**src/rtl/action_executor_if.sv**
```systemverilog
// Command bus between the sequencing logic (master) and the action executor (slave).
//   target_machine : slot index of the commanded machine (master -> slave)
//   control_data   : {move, throw, interact, put, get}, one-hot or zero (master -> slave)
//   move_ready, busy, done, err, err_code, holding, player_pos : executor status (slave -> master)
interface action_executor_if;
    logic [7:0] target_machine;
    logic [4:0] control_data;
    logic       move_ready;
    logic       busy;
    logic       done;
    logic       err;
    logic [1:0] err_code;
    logic       holding;
    logic [7:0] player_pos;

    modport master (
        output target_machine, control_data,
        input  move_ready, busy, done, err, err_code, holding, player_pos
    );

    modport slave (
        input  target_machine, control_data,
        output move_ready, busy, done, err, err_code, holding, player_pos
    );
endinterface

```
**src/rtl/action_executor.sv**
```systemverilog
// Action executor: models a player on a 1-D track of machine slots, walks it
// toward the commanded slot and executes get/put/interact/throw actions with a
// fixed duration, tracking whether an item is held.
// Ports:
//   clk  : clock, rising edge
//   rst  : synchronous, active-high reset
//   bus  : action_executor_if.slave (command in, status out; all outputs registered)
//
// state    | meaning
// ---------+-------------------------------------------------------------
// IDLE     | waiting for a command; move_ready when at target_machine
// MOVING   | stepping one slot every STEP_CYCLES toward tgt_q
// ACTING   | executing cmd_q for ACT_CYCLES cycles
// WAIT_CLR | action finished; waiting for the issuer to drop the command
module action_executor #(
    parameter int STEP_CYCLES = 4,
    parameter int ACT_CYCLES  = 3,
    parameter int MAX_POS     = 20,
    parameter int INIT_POS    = 0
) (
    input logic              clk,
    input logic              rst,
    action_executor_if.slave bus
);
    typedef enum logic [1:0] {IDLE, MOVING, ACTING, WAIT_CLR} state_t;

    localparam logic [4:0] CMD_MOVE     = 5'b10000;
    localparam logic [4:0] CMD_THROW    = 5'b01000;
    localparam logic [4:0] CMD_INTERACT = 5'b00100;
    localparam logic [4:0] CMD_PUT      = 5'b00010;
    localparam logic [4:0] CMD_GET      = 5'b00001;

    localparam logic [15:0] STEP_LAST = 16'(STEP_CYCLES - 1);
    localparam logic [15:0] ACT_LAST  = 16'(ACT_CYCLES - 1);
    localparam logic [7:0]  MAX_P     = 8'(MAX_POS);
    localparam logic [7:0]  INIT_P    = 8'(INIT_POS);

    state_t      state;
    logic [7:0]  pos;
    logic [7:0]  tgt_q;
    logic [4:0]  cmd_q;
    logic [15:0] step_cnt;
    logic [15:0] act_cnt;

    logic [4:0]  cd;
    logic [7:0]  tm;
    logic        multi_hot;
    logic        retarget;
    logic [7:0]  tgt_eff;
    logic [7:0]  pos_step;

    assign cd        = bus.control_data;
    assign tm        = bus.target_machine;
    assign multi_hot = (cd & (cd - 5'd1)) != 5'd0;
    // A retarget takes effect in the same cycle it is seen, so a step landing
    // on that edge already heads for the new target.
    assign retarget  = cd[4] && (tm <= MAX_P);
    assign tgt_eff   = retarget ? tm : tgt_q;
    assign pos_step  = (pos < tgt_eff) ? pos + 8'd1 :
                       (pos > tgt_eff) ? pos - 8'd1 : pos;

    assign bus.player_pos = pos;

    always_ff @(posedge clk) begin
        if (rst) begin
            state          <= IDLE;
            pos            <= INIT_P;
            tgt_q          <= INIT_P;
            cmd_q          <= 5'd0;
            step_cnt       <= 16'd0;
            act_cnt        <= 16'd0;
            bus.holding    <= 1'b0;
            bus.move_ready <= 1'b0;
            bus.busy       <= 1'b0;
            bus.done       <= 1'b0;
            bus.err        <= 1'b0;
            bus.err_code   <= 2'b00;
        end else begin
            bus.done       <= 1'b0;
            bus.err        <= 1'b0;
            bus.move_ready <= (state == IDLE) && (pos == tm);
            case (state)
                IDLE: begin
                    if (multi_hot) begin
                        bus.err      <= 1'b1;
                        bus.err_code <= 2'b01;
                    end else if (cd == CMD_MOVE) begin
                        if (tm > MAX_P) begin
                            bus.err      <= 1'b1;
                            bus.err_code <= 2'b10;
                        end else if (tm != pos) begin
                            tgt_q    <= tm;
                            step_cnt <= STEP_LAST;
                            state    <= MOVING;
                            bus.busy <= 1'b1;
                        end
                    end else if (cd != 5'd0) begin
                        // throw is the only action allowed away from the target slot
                        if (cd != CMD_THROW && tm != pos) begin
                            bus.err      <= 1'b1;
                            bus.err_code <= 2'b10;
                        end else if ((cd == CMD_GET && bus.holding) ||
                                     ((cd == CMD_PUT || cd == CMD_THROW) && !bus.holding)) begin
                            bus.err      <= 1'b1;
                            bus.err_code <= 2'b11;
                        end else begin
                            cmd_q    <= cd;
                            act_cnt  <= ACT_LAST;
                            state    <= ACTING;
                            bus.busy <= 1'b1;
                        end
                    end
                end
                MOVING: begin
                    tgt_q <= tgt_eff;
                    if (step_cnt == 16'd0) begin
                        pos      <= pos_step;
                        step_cnt <= STEP_LAST;
                        if (pos_step == tgt_eff) begin
                            state    <= IDLE;
                            bus.busy <= 1'b0;
                        end
                    end else begin
                        step_cnt <= step_cnt - 16'd1;
                    end
                end
                ACTING: begin
                    if (act_cnt == 16'd0) begin
                        bus.done <= 1'b1;
                        if (cmd_q == CMD_GET) begin
                            bus.holding <= 1'b1;
                        end else if (cmd_q == CMD_PUT || cmd_q == CMD_THROW) begin
                            bus.holding <= 1'b0;
                        end
                        state <= WAIT_CLR;
                    end else begin
                        act_cnt <= act_cnt - 16'd1;
                    end
                end
                WAIT_CLR: begin
                    if (cd != cmd_q) begin
                        state    <= IDLE;
                        bus.busy <= 1'b0;
                    end
                end
                default: begin
                    state    <= IDLE;
                    bus.busy <= 1'b0;
                end
            endcase
        end
    end
endmodule

```
**src/flat_wrapper.sv**
```systemverilog
// flat-port wrapper written by rule: the top's interface ports become plain ports
module action_executor_flat 
#(
    parameter int STEP_CYCLES = 4,
    parameter int ACT_CYCLES  = 3,
    parameter int MAX_POS     = 20,
    parameter int INIT_POS    = 0
)
  (clk, rst, bus_target_machine, bus_control_data, bus_move_ready, bus_busy, bus_done, bus_err, bus_err_code, bus_holding, bus_player_pos);
  action_executor_if bus_i ();
  input logic clk;
  input logic rst;
  input wire logic [$bits(bus_i.target_machine)-1:0] bus_target_machine;
  input wire logic [$bits(bus_i.control_data)-1:0] bus_control_data;
  output wire logic [$bits(bus_i.move_ready)-1:0] bus_move_ready;
  output wire logic [$bits(bus_i.busy)-1:0] bus_busy;
  output wire logic [$bits(bus_i.done)-1:0] bus_done;
  output wire logic [$bits(bus_i.err)-1:0] bus_err;
  output wire logic [$bits(bus_i.err_code)-1:0] bus_err_code;
  output wire logic [$bits(bus_i.holding)-1:0] bus_holding;
  output wire logic [$bits(bus_i.player_pos)-1:0] bus_player_pos;
  assign bus_i.target_machine = bus_target_machine;
  assign bus_i.control_data = bus_control_data;
  assign bus_move_ready = bus_i.move_ready;
  assign bus_busy = bus_i.busy;
  assign bus_done = bus_i.done;
  assign bus_err = bus_i.err;
  assign bus_err_code = bus_i.err_code;
  assign bus_holding = bus_i.holding;
  assign bus_player_pos = bus_i.player_pos;
  action_executor #(.STEP_CYCLES(STEP_CYCLES), .ACT_CYCLES(ACT_CYCLES), .MAX_POS(MAX_POS), .INIT_POS(INIT_POS)) u_core (.clk(clk), .rst(rst), .bus(bus_i));
endmodule
```
**config.mk**
```make
export PLATFORM = sky130hd
export DESIGN_NAME = action_executor_flat
export DESIGN_NICKNAME = d
export VERILOG_FILES = /design/src/rtl/action_executor_if.sv /design/src/rtl/action_executor.sv /design/src/flat_wrapper.sv
export SDC_FILE = /design/constraint.sdc
export NUM_CORES = 1
export LEC_CHECK = 0
export CAP_MARGIN = 20
export CORE_MARGIN = 3
export CORE_UTILIZATION = 45
export DETAILED_ROUTE_END_ITERATION = 12
export HOLD_SLACK_MARGIN = 0.15
export PLACE_DENSITY = 0.73
export REMOVE_ABC_BUFFERS = 1
export SLEW_MARGIN = 20
export SYNTH_ARGS = -nofsm -noshare
export SYNTH_HDL_FRONTEND = slang
export SYNTH_SLANG_ARGS = --single-unit
```
**constraint.sdc**
```tcl
create_clock -name clk -period 4.2 [get_ports clk]
set_input_delay 1.05 -clock clk [delete_from_list [all_inputs] [get_ports clk]]
set_output_delay 1.05 -clock clk [all_outputs]
set_load 0.02 [all_outputs]
```
==> results of run 1 <==
==> placed cells by master, fill, tap and decap left out, types with 8 or more instances in the layout <==
cell type                          n
sky130_fd_sc_hd__nand2_1          31
sky130_fd_sc_hd__nor2b_1           9
sky130_fd_sc_hd__nand3_1          11
sky130_fd_sc_hd__or3_1             8
sky130_fd_sc_hd__nor3_1           16
sky130_fd_sc_hd__mux2i_1          11
sky130_fd_sc_hd__inv_1            18
sky130_fd_sc_hd__ha_1             10
sky130_fd_sc_hd__and3_1           10
sky130_fd_sc_hd__xor2_1           25
sky130_fd_sc_hd__nor2_1           73
sky130_fd_sc_hd__buf_4            54
sky130_fd_sc_hd__clkdlybuf4s50_1  21
sky130_fd_sc_hd__o21ai_0          14
sky130_fd_sc_hd__dfxtp_1          62
sky130_fd_sc_hd__xnor2_1          31
sky130_fd_sc_hd__a21oi_1          19
sky130_fd_sc_hd__clkbuf_8          9
==> sequential cells by signal, summed over array words and instances, names as in the netlist <==
signal	cells
u_core.bus.busy	1
u_core.cmd_q	5
u_core.tgt_q	8
u_core.bus.done	1
u_core.bus.err_code	2
u_core.bus.player_pos	8
u_core.bus.holding	1
u_core.act_cnt	16
u_core.state	2
u_core.bus.move_ready	1
u_core.bus.err	1
u_core.step_cnt	16
==> cell type report <==
| type | count | area (um2) | area share (%) |
|---|---|---|---|
| Clock inverter | 7 | 48.8 | 0.961 |
| Sequential cell | 62 | 1240 | 24.4 |
| Tap cell | 105 | 131 | 2.59 |
| Multi-Input combinational cell | 383 | 2720 | 53.5 |
| Timing Repair Buffer | 88 | 747 | 14.7 |
| Inverter | 18 | 67.6 | 1.33 |
| Clock buffer | 9 | 124 | 2.44 |
==> tightest hold or removal path, cell delays in order (launching register included) <==
cell	delay [ns]
sky130_fd_sc_hd__dfxtp_1	0.31
sky130_fd_sc_hd__inv_1	0.06
sky130_fd_sc_hd__nor3_1	0.05
==> metrics by stage <==
step	std cells	setup WS [ns]
after CTS	666	0.0493
after global placement	649	-0.520
final	672	0.126
after detailed placement	649	-0.564
after global routing	672	-0.0282
after floorplan	463	-0.162
==> cells by family after synthesis <==
kind of cell | after synthesis
adder cells (fa/ha/maj) | 12
flip-flops | 62
multiplexers | 15
buffers and inverters | 45
XOR/XNOR | 57
AO/OA/AOI/OAI | 92
AND/OR/NAND/NOR | 207
==> final timing paths <==
check | startpoint | end | slack, ns
worst min register to register | u_core.tgt_q[7] | u_core.tgt_q[7] | 0.47
worst min-delay path | u_core.tgt_q[7] | u_core.tgt_q[7] | 0.47
worst max register to register | u_core.act_cnt[4] | u_core.act_cnt[10] | 1.08
worst max-delay path | bus_control_data[4] | u_core.state[0] | 0.13
==> layer usage <==
layer / GRT usage (%) / vias up / part of all wire [%]
met4: 8.82 / 0 / 3.2
met5: 0 / - / 0
met2: 33.6 / 99 / 49
met3: 3.82 / 24 / 3.4
li1: - / 1888 / -
met1: 26.1 / 1832 / 45
==> repair_timing <==
item | in CTS | in global routing
setup buffers | 1 | 6
cloned | 0 | 0
setup endpoints to repair | 2 | 2
resized for setup | 17 | 32
pin swaps | 9 | 19
==> power breakdown <==
part | switching, mW | internal [mW] | total [mW] | leakage [nW]
Clock | 0.258 | 0.215 | 0.472 | 0.0894
Sequential | 0.106 | 0.681 | 0.788 | 0.502
Combinational | 0.607 | 0.515 | 1.12 | 1.42
==> insert_results.sql, run 1 <==
INSERT INTO impl_metrics (metric_group, metric, value, unit) VALUES
('power_and_ir_drop', 'power.total', '2.38', 'mW'),
('clock_tree', 'cts-htree-levels', '3', ''),
('place', 'post-dp-hpwl', '7170', 'um'),
('worst_setup_path', 'critical_path.cell_chain', 'clkdlybuf4s15_1 > or4b_4 > buf_6 > o31ai_4 > ha_1 > buf_6 > nand4_1 > nor4_2 > mux2i_1 > nand3_1 > buf_6 > nor4_4 > mux2_4 > o22ai_4 > nor4_4 > o22ai_1', ''),
('floorplan', 'fp.dieArea', '9980', 'um2'),
('timing', 'clock_skew', '0.0174', 'ns'),
('layout', 'postLayoutCellArea', '5080', 'um2'),
('place', 'gp_congestion', '0.921', ''),
('routing', 'drt.antenna.violating_nets', '0', ''),
('synth', 'synth_simple_gate_area_share', '27.1', '%'),
('clock_tree', 'source_to_sink_clock_delay_at_the_later_pin_of_the_worst_skew_pair', '0.35', 'ns'),
('routing', 'drt_first_iter_violations', '175', ''),
('routing', 'detail_route.wl_per_cell', '15.3', 'um'),
('synth', 'synthesis.instances', '490', ''),
('clock_tree', 'cts_num_sinks', '62', ''),
('place', 'placement.cell_area', '4670', 'um2'),
('worst_setup_path', 'cp_slowest_cell', 'sky130_fd_sc_hd__or4b_4', ''),
('power_and_ir_drop', 'leakage', '2.01', 'nW'),
('clock_tree', 'root_buffer', 'sky130_fd_sc_hd__clkbuf_8', ''),
('floorplan', 'coreArea', '8380', 'um2'),
('synth', 'synth_largest_area_cell', 'sky130_fd_sc_hd__dfxtp_1', ''),
('layout', 'final_nets', '588', ''),
('place', 'port-buffer-count', '29', ''),
('layout', 'insertedDiodeCount', '0', ''),
('grt', 'grt_pass1_vias', '3704', ''),
('floorplan', 'rows', '33', ''),
('worst_setup_path', 'cpMostUsedCell', 'sky130_fd_sc_hd__buf_6', ''),
('routing', 'vias', '3843', ''),
('grt', 'grt_usage', '20.4', '%'),
('timing', 'whs', '0.468', 'ns'),
('synth', 'most_numerous_cell_types_in_the_synthesized_netlist', 'sky130_fd_sc_hd__nor2_1 (74), sky130_fd_sc_hd__dfxtp_1 (62), sky130_fd_sc_hd__nand2_1 (33), sky130_fd_sc_hd__xnor2_1 (32), sky130_fd_sc_hd__xor2_1 (25)', ''),
('synth', 'synth_compound_gate_area_share', '16.8', '%'),
('synth', 'yosysTopAreaCellShare', '31.3', '%'),
('worst_setup_path', 'critPathCaptureType', 'flip-flop', ''),
('worst_setup_path', 'setup_cp_type', 'in -> reg', ''),
('timing', 'timing.final.setup_violations', '0', ''),
('layout', 'layout-drive-gt1-share', '20.5', '%'),
('synth', 'synth.area.mux_share', '3.97', '%'),
('synth', 'ys.flop_type', 'sky130_fd_sc_hd__dfxtp_1', ''),
('timing', 'report.final.hold_viol_count', '0', ''),
('layout', 'area_growth_syn_to_layout', '27.9', '%'),
('synth', 'post_synth_fa_ha_maj_area_fraction', '3.72', '%'),
('floorplan', 'start_util', '47.4', '%'),
('synth', 'yosysSeqAreaShare', '31.3', '%'),
('grt', 'wire_length_of_the_first_global_routing_pass', '16600', 'um'),
('routing', 'routed_via_density', '5.72', ''),
('grt', 'grt_overflow', '0', ''),
('status', 'run_status', 'finished clean', ''),
('clock_tree', 'maximum_clock_insertion_buffer_count', '2', ''),
('clock_tree', 'clkSlewWorstSetupHoldPaths', '0.07', 'ns'),
('hold_path', 'path_category_of_the_worst_min_delay_check', 'reg -> reg', ''),
('layout', 'fillers', '714', ''),
('timing', 'headroom_to_the_max_slew_limit', '48.3', '%'),
('timing', 'final.min_clock_period', '4.07', 'ns'),
('routing', 'firstDrtPassIters', '5', ''),
('clock_tree', 'cts_hold_repair.buffers', '0', ''),
('worst_setup_path', 'critical_path_buf_inv_count', '4', ''),
('synth', 'largest_family_of_logic_cells_by_synthesized_area', 'simple AND/OR/NAND/NOR gates', ''),
('timing', 'achievable-frequency', '0.245', 'GHz'),
('grt', 'number_of_antenna_violations_at_the_first_check_in_global_routing', '0', ''),
('worst_setup_path', 'worst_path_depth', '16', ''),
('flow_run', 'max_cap_violations', '0', ''),
('synth', 'synth_area', '3970', 'um2'),
('worst_setup_path', 'critical_path.startpoint_type', 'input port', ''),
('timing', 'slew_viol_final', '0', ''),
('clock_tree', 'tritoncts_buffers', '9', ''),
('synth', 'avgSynthCellArea', '8.10', 'um2'),
('synth', 'yosys.cell_types.count', '62', ''),
('timing', 'layout_worst_path_cycle_share', '97.0', '%'),
('worst_setup_path', 'timing.critical_path.fanout_max', '4', ''),
('worst_setup_path', 'crit_arrival', '4.28', 'ns');
Note: power is estimated with default switching activity, not from simulation.
==> inputs of run 2 (changes only) <==
CAP_MARGIN = unset   (was 20)
MAX_ROUTING_LAYER = met4   (was unset)
==> run 2 against run 1 <==
Effect of this change: critical path depth decreased by 1; critical endpoint is now u_core.bus.busy; register-to-register slack improved by 0.09 ns; non-clock buffer count increased by 7; total power decreased by 1.7%; clock power decreased by 1%; combinational power about the same; cell count increased by 1.0%; fmax decreased by 0.13%; worst hold slack improved by 0.0046 ns.
==> insert_results.sql, run 2 (synthesis results as in run 1) <==
INSERT INTO impl_metrics (metric_group, metric, value, unit) VALUES
('status', 'run_status', 'finished clean', ''),
('place', 'pre_cts_ws', '-0.638', 'ns'),
('hold_path', 'hold_path_depth', '2', ''),
('timing', 'final.min_clock_period', '4.08', 'ns'),
('timing', 'headroom_to_the_max_slew_limit', '48.2', '%'),
('layout', 'post_layout_nonfiller_instances', '679', ''),
('flow_run', 'max_cap_violations', '0', ''),
('clock_tree', 'cts-htree-levels', '3', ''),
('routing', 'routed_via_density', '5.60', ''),
('place', 'dp.cells', '651', ''),
('floorplan', 'top_level_ports', '30', ''),
('worst_setup_path', 'cpMostUsedCell', 'sky130_fd_sc_hd__buf_6', ''),
('timing', 'report.final.hold_viol_count', '0', ''),
('clock_tree', 'tritoncts_buffers', '9', ''),
('worst_setup_path', 'worstRegToRegCells', '14', ''),
('grt', 'grt_pass1_vias', '3769', ''),
('grt', 'wire_length_of_the_first_global_routing_pass', '17100', 'um'),
('grt', 'grt_overflow', '0', ''),
('layout', 'area_growth_syn_to_layout', '29.4', '%'),
('floorplan', 'coreArea', '8380', 'um2'),
('worst_setup_path', 'critPathCaptureType', 'flip-flop', ''),
('routing', 'detail_route.wl_per_cell', '15.0', 'um'),
('timing', 'worst_slew_pin_slew', '0.775', 'ns'),
('layout', 'top_regs', 'u_core.act_cnt x16, u_core.step_cnt x16', ''),
('layout', 'postLayoutCoreUtil', '61.3', '%'),
('timing', 'slew_viol_final', '0', ''),
('routing', 'drc', '0', ''),
('routing', 'drt_first_iter_violations', '234', ''),
('timing', 'layout_worst_path_cycle_share', '97.1', '%'),
('layout', 'layout.cells.most_common_list', 'sky130_fd_sc_hd__nor2_1 (73), sky130_fd_sc_hd__buf_4 (64), sky130_fd_sc_hd__dfxtp_1 (62), sky130_fd_sc_hd__nand2_1 (31), sky130_fd_sc_hd__xnor2_1 (31)', ''),
('place', 'port-buffer-count', '29', ''),
('layout', 'most_common_library_cell_in_the_layout_ignoring_fill_and_taps', 'sky130_fd_sc_hd__nor2_1', ''),
('worst_setup_path', 'max_stage_delay', '0.57', 'ns'),
('clock_tree', 'clkSlewWorstSetupHoldPaths', '0.07', 'ns'),
('power_and_ir_drop', 'power.density_cell_area', '456', 'nW/um2'),
('floorplan', 'fp.dieArea', '9980', 'um2'),
('worst_setup_path', 'critical_path_buf_inv_count', '3', ''),
('clock_tree', 'cts_hold_repair.buffers', '0', ''),
('worst_setup_path', 'cell_family_with_the_largest_share_of_critical_path_delay', 'simple AND/OR/NAND/NOR gates', ''),
('floorplan', 'rows', '33', ''),
('clock_tree', 'maximum_clock_insertion_buffer_count', '2', ''),
('worst_setup_path', 'r2r_end', 'u_core.bus.busy', ''),
('floorplan', 'start_util', '47.4', '%'),
('clock_tree', 'tritoncts', 'done', ''),
('floorplan', 'die-width', '99.9', 'um'),
('place', 'post-dp-hpwl', '7290', 'um'),
('timing', 'whs', '0.473', 'ns'),
('worst_setup_path', 'reg2reg_from', 'u_core.bus.player_pos[3]', ''),
('power_and_ir_drop', 'power.total', '2.34', 'mW'),
('power_and_ir_drop', 'leakage', '2.04', 'nW'),
('grt', 'number_of_antenna_violations_at_the_first_check_in_global_routing', '0', ''),
('timing', 'setup_ws', '0.121', 'ns'),
('hold_path', 'min-delay-start', 'u_core.tgt_q[5]', ''),
('clock_tree', 'cts_num_sinks', '62', ''),
('worst_setup_path', 'critical_path.cell_chain', 'clkbuf_2 > or4b_4 > nor3_4 > buf_6 > mux2_4 > ha_4 > nand2_2 > nor2_2 > nand3b_1 > o21a_1 > buf_6 > a32o_1 > o211ai_1 > nor4_4 > o41ai_2', ''),
('worst_setup_path', 'critical_path.startpoint_type', 'input port', ''),
('hold_path', 'endpoint_with_the_worst_hold_slack', 'u_core.tgt_q[5]', ''),
('worst_setup_path', 'crit_arrival', '4.32', 'ns'),
('hold_path', 'path_category_of_the_worst_min_delay_check', 'reg -> reg', ''),
('routing', 'totalWireLength', '10200', 'um'),
('place', 'gp_congestion', '0.956', ''),
('grt', 'grt_start_max_net_pins', '34', ''),
('routing', 'vias', '3800', ''),
('timing', 'timing.final.setup_violations', '0', ''),
('floorplan', 'die_y', '99.9', 'um'),
('clock_tree', 'root_buffer', 'sky130_fd_sc_hd__clkbuf_8', ''),
('worst_setup_path', 'timing.critical_path.fanout_max', '4', ''),
('clock_tree', 'source_to_sink_clock_delay_at_the_later_pin_of_the_worst_skew_pair', '0.34', 'ns'),
('layout', 'layout-drive-gt1-share', '22.5', '%'),
('power_and_ir_drop', 'power.ir.vdd_worst', '0.000266', 'V'),
('routing', 'drt.antenna.violating_nets', '0', ''),
('layout', 'final_nets', '595', ''),
('layout', 'insertedDiodeCount', '0', ''),
('worst_setup_path', 'timing.reg2reg.setup_slack', '1.17', 'ns'),
('timing', 'achievable-frequency', '0.245', 'GHz'),
('worst_setup_path', 'cp_slowest_cell', 'sky130_fd_sc_hd__or4b_4', ''),
('grt', 'grt_usage', '21.4', '%'),
('worst_setup_path', 'cp.required', '4.44', 'ns'),
('worst_setup_path', 'setup_cp_type', 'in -> reg', ''),
('timing', 'clock_skew', '0.00765', 'ns'),
('routing', 'firstDrtPassIters', '5', '');
-- run 2: layer usage --
layer	GRT usage, %	vias up	part of all wire, %	wire length [um]
li1	-	1901	-	-
met1	27.4	1766	46	4640
met2	33.8	111	48	4840
met3	3.20	22	4.5	457
met4	9.03	0	2.4	246
met5	-	-	0	0
-- run 2: how the worst max path moves through the flow --
stage / startpoint / to / cells past startpoint
2_1_floorplan: bus_target_machine[6] / u_core.state[0] / 13
3_3_place_gp: bus_control_data[4] / u_core.state[0] / 15
3_5_place_dp: bus_target_machine[6] / u_core.state[0] / 15
4_1_cts: bus_target_machine[1] / u_core.state[0] / 15
5_1_grt: bus_target_machine[5] / u_core.bus.busy / 15
6_report: bus_target_machine[5] / u_core.bus.busy / 15
-- run 2: through the flow --
stage	instance area (um2)	setup TNS, ns
2_1_floorplan	3860	-0.289
3_3_place_gp	4680	-2.64
3_5_place_dp	4680	-3.21
4_1_cts	5010	0
5_1_grt	5130	-0.00621
6_report	5130	0
-- run 2: cell type report --
class	instances	area, um2
multi-input combinational	383	2740
timing repair buffer	95	783
inverter	18	67.6
clock buffer	11	141
fill	706	3250
sequential	62	1240
tap	105	131
clock inverter	5	33.8
-- run 2: report_power, final --
group / internal, mW / switching, mW / leakage, nW
combinational: 0.516 / 0.570 / 1.45
sequential: 0.682 / 0.107 / 0.502
clock: 0.230 / 0.237 / 0.0857
-- run 2: repair_timing --
action                                  CTS  global route
endpoints found under the setup margin    3             2
pin swaps                                10            20
gates resized for setup                  22            27
buffers inserted                          8             5
-- run 2: worst min-delay path, cell delays in order (launching register included) --
cell and delay [ns]:
sky130_fd_sc_hd__dfxtp_1 0.30, sky130_fd_sc_hd__inv_1 0.07, sky130_fd_sc_hd__nor3_1 0.05
==> edit 1 (settings of run 1) <==
Make the reset (`rst`) asynchronous in one clocked block. Comments in the files are not updated.
--- a/src/rtl/action_executor.sv
+++ b/src/rtl/action_executor.sv
@@ -61,7 +61,7 @@
 
     assign bus.player_pos = pos;
 
-    always_ff @(posedge clk) begin
+    always_ff @(posedge clk or posedge rst) begin
         if (rst) begin
             state          <= IDLE;
             pos            <= INIT_P;
Function: differs if rst is asserted again (counterexample within 4 cycles, from zero or initial values and one cycle with rst high); with rst held inactive, the same outputs for 4 cycles.
==> edit 1 against run 1 <==
  * Synthesized area is 4.9% higher
  * First-iteration DRC count is 17% higher
  * Design area is 1.4% higher
  * Utilization is 2.4 points lower
  * Sequential cell count stayed put
  * Routed wire length is 0.34% lower
  * Setup slack worse by 0.011 ns
  * Non-clock buffer count is 10 lower
  * Via count is 6.0% lower
  * Critical endpoint is now u_core.state[1]
Power is not compared: it rests on default switching activity, and its combinational part moved more than twofold at a synthesized area within 25%.
==> edit 1: results (changes against run 1) <==
| Metric | Value |
|---|---|
| Status | `finished, final reports clean (unchanged)` |
| Die Wd | `102 microns (was 99.9 microns)` |
| Multi-In Gates | `362 (was 383)` |
| Critical Path Fanout Max | `5 (was 4)` |
| Setup Slack @ Placement | `-0.510 ns (was -0.564 ns)` |
| Sequential fraction of the synthesis area | `37.3% (was 31.3%)` |
| GRT met2 Usage | `32.7% (was 33.6%)` |
| Synth Flop Type | `dfrtp_1 (was dfxtp_1)` |
| Post-synthesis xor/xnor area fraction | `12.0% (was 12.6%)` |
| Multiplexer area fraction after synthesis | `4.63% (was 3.97%)` |
| Met3 wire len | `394 microns (was 353 microns)` |
| Compound-Gate Fraction of Synth Area | `13.6% (was 16.8%)` |
| Via density | `5.59 (was 5.72)` |
| Hold EP | `u_core.tgt_q[6] (was u_core.tgt_q[7])` |
| Met1 Usage GRT | `28.4% (was 26.1%)` |
| Hold slack | `0.496 ns (was 0.468 ns)` |
| Detailed Route Iter0 Violations | `205 (was 175)` |
| DP Cell Count | `630 (was 649)` |
| Slowest CP cell | `clkdlybuf4s50_1 (was or4b_4)` |
| Post-synth top cells | `62 x dfrtp_1, 53 x nor2_1, 38 x nand2_1 (was 74 x nor2_1, 62 x dfxtp_1, 33 x nand2_1)` |
| Worst reg-to-reg setup slack | `0.82 ns (was 1.08 ns)` |
| DRT met1 WL | `4750 microns (was 4580 microns)` |
| Met2 WL | `4900 microns (was 5020 microns)` |
| R2r startpoint | `u_core.step_cnt[9] (was u_core.act_cnt[4])` |
| First-pass GRT wire length | `17300 microns (was 16600 microns)` |
| Buffer share of cell area | `12.7% (was 14.7%)` |
| Unique masters post-synth | `63 (was 62)` |
| End of the critical path | `u_core.state[1] (was u_core.state[0])` |
| Worst EP arrival | `4.30 ns (was 4.28 ns)` |
| Cells on worst reg2reg path | `10 (was 9)` |
| Met3 Use GR | `3.28% (was 3.82%)` |
| Non-clk invs | `21 (was 18)` |
| Clock-cell share of area | `3.86% (was 3.40%)` |
| Worst setup startpoint | `bus_target_machine[2] (was bus_control_data[4])` |
[edit 1: kinds of logic (layout without fill, tap and decap cells)]
family / count (synthesis) / count (layout)
compound gates: 85 / 85
xor+xnor: 57 / 57
fa+ha+maj: 13 / 13
buf+inv: 41 / 115
flops: 62 / 62
mux: 18 / 18
simple gates: 189 / 189
[edit 1: what timing repair did]
| item | 4_1_cts | 5_1_grt |
|---|---|---|
| gates cloned | 0 | 0 |
| gates resized for setup | 12 | 15 |
| setup buffers | 0 | 1 |
| pin swaps | 3 | 9 |
| endpoints found under the setup margin | 3 | 3 |
[edit 1: where the power goes]
group | internal [W] | switching, W | leakage [nW]
combinational | 0.000110 | 0.000115 | 1.31
sequential | 0.000609 | 0.0000154 | 0.798
clock | 0.000292 | 0.000254 | 0.104
[edit 1: critical path, delay by kind of cell]
kind / cells / cell delay [ns]
AOI/OAI and AO/OA: 3 / 0.50
adders and majority gates: 1 / 0.27
muxes: 3 / 0.70
and+or+nand+nor: 6 / 1.12
buffers and inverters: 2 / 0.68
==> edit 2 (config.mk and constraints of run 1) <==
Without the edit above. `MAX_POS` is set to 20 in 2 places; all go to 10.
--- a/src/rtl/action_executor.sv
+++ b/src/rtl/action_executor.sv
@@ -15,7 +15,7 @@
 module action_executor #(
     parameter int STEP_CYCLES = 4,
     parameter int ACT_CYCLES  = 3,
-    parameter int MAX_POS     = 20,
+    parameter int MAX_POS     = 10,
     parameter int INIT_POS    = 0
 ) (
     input logic              clk,
--- a/src/flat_wrapper.sv
+++ b/src/flat_wrapper.sv
@@ -3,7 +3,7 @@
 #(
     parameter int STEP_CYCLES = 4,
     parameter int ACT_CYCLES  = 3,
-    parameter int MAX_POS     = 20,
+    parameter int MAX_POS     = 10,
     parameter int INIT_POS    = 0
 )
   (clk, rst, bus_target_machine, bus_control_data, bus_move_ready, bus_busy, bus_done, bus_err, bus_err_code, bus_holding, bus_player_pos);
Behaviour: not the same (Yosys sat finds a counterexample within 4 cycles, from zero or initial values and one cycle with rst high).
==> edit 2 against run 1 <==
  * The run now ends with negative setup slack left
  * Design area up 6.9%
  * Utilization up 0.48 points
  * Synthesized area up 5.4%
  * Sequential cell count unchanged
  * Routed wire length up 24%
  * Sequential share of layout area down 1.6 points
  * Setup slack worse by 0.18 ns
  * Count of clock-buffer cells in the layout unchanged
  * Largest cell class unchanged
  * Highest routed layer unchanged
Power is not compared: it rests on default switching activity, and its combinational part moved more than twofold at a synthesized area within 25%.
==> edit 2: results (changes against run 1) <==
| Metric | Value |
|---|---|
| Via count | `4358 (was 3843)` |
| Comb power | `0.000161 W` |
| Area contributors post-synth | `dfxtp_1 30%, nor2_1 7.6%, xor2_1 7.1% (was dfxtp_1 31%, xnor2_1 7.1%, nor2_1 7.0%)` |
| Largest net degree at the start of global routing | `18 (was 34)` |
| First-pass GRT wire length | `20800 microns (was 16600 microns)` |
| Gp weighted congestion | `0.906 (was 0.921)` |
| Sw Pwr | `0.000353 W` |
| Worst EP arrival | `4.49 ns (was 4.28 ns)` |
| Biggest cell delay along the critical path | `0.56 ns (was 0.51 ns)` |
| Critical Path Fanout Max | `5 (was 4)` |
| Failing checks | `negative setup slack` |
| Fillers | `763 (was 714)` |
| Status | `finished, violations left (was finished, final reports clean)` |
| Max-slew headroom | `50.5% (was 48.3%)` |
| Sum of negative setup slack | `-0.0959 ns (was 0 ns)` |
| Mean Syn Cell Area | `7.73 sq um (was 8.10 sq um)` |
| Detailed Route Iter0 Violations | `254 (was 175)` |
| Unique masters post-synth | `64 (was 62)` |
| Slowest CP cell | `or4_4 (was or4b_4)` |
| Fraction of layout cells with a size suffix above 1 | `22.2% (was 20.5%)` |
| Clock power share | `38.6%` |
| Post-DP Area | `4880 sq um (was 4670 sq um)` |
| Routed WL per cell | `17.3 microns (was 15.3 microns)` |
| Final Net Count | `651 (was 588)` |
| Post-DP HPWL | `8730 microns (was 7170 microns)` |
| Vias in the first global route | `4299 (was 3704)` |
| Final setup violation count | `2 (was 0)` |
| CTS Buffer Depth | `2 (unchanged)` |
| Post-route insts no fill | `738 (was 672)` |
| DP Cell Count | `699 (was 649)` |
| Worst setup margin | `-0.0568 ns (was 0.126 ns)` |
| Total GRT Usage | `25.1% (was 20.4%)` |
| Clock Skews | `0.0136 ns (was 0.0174 ns)` |
| Post-synth top cells | `85 x nor2_1, 62 x dfxtp_1, 37 x nand2_1 (was 74 x nor2_1, 62 x dfxtp_1, 33 x nand2_1)` |
-- edit 2: area by class of cell --
type                    count  area (sq um)  share of cell area [%]
clock inverters             7          50.0                   0.922
repair buffers            108           883                    16.3
inverters                  18          67.6                    1.24
clock buffers               9           124                    2.28
multi-input cells         426          2930                    53.9
well taps                 108           135                    2.49
flip-flops and latches     62          1240                    22.9
-- edit 2: routing by layer --
metal	vias up	share of wire (%)	track usage, %
met5	-	0	0
met4	0	2.2	9.18
met3	22	6.6	5.12
met2	175	49	43.8
met1	2075	42	30.2
li1	2086	-	-
-- edit 2: cell families after synthesis --
kind of cell / count (synthesis) / synth area share [%]
adder cells (fa/ha/maj): 12 / 3.53
XOR/XNOR: 63 / 13.2
multiplexers: 14 / 3.47
AND/OR/NAND/NOR: 239 / 28.3
AO/OA/AOI/OAI: 98 / 16.6
flip-flops: 62 / 29.7
buffers and inverters: 53 / 5.17
-- edit 2: path summary, 6_finish.rpt --
path / startpoint / end / slack [ns] / depth (start not counted)
max reg2reg: u_core.step_cnt[2] / u_core.bus.player_pos[5] / 1.01 / 8
min: u_core.cmd_q[4] / u_core.cmd_q[4] / 0.47 / 2
min reg2reg: u_core.cmd_q[4] / u_core.cmd_q[4] / 0.47 / 2
max: bus_target_machine[4] / u_core.state[0] / -0.06 / 13
-- edit 2: stage by stage --
stage,utilization [%],power [W],hold slack (ns)
after global routing,61.1,0.00128,0.510
after global placement,54.9,0.000748,0.445
after floorplan,-,0.000678,0.430
after detailed placement,54.9,0.000752,0.457
final,61.1,0.00123,0.465
after CTS,60.2,0.00123,0.469
-- edit 2: repair_timing --
action,in CTS,in global routing
buffers inserted,22,4
gates cloned,0,0
gates resized for setup,46,17
setup endpoints to repair,10,7
pin swaps,24,12
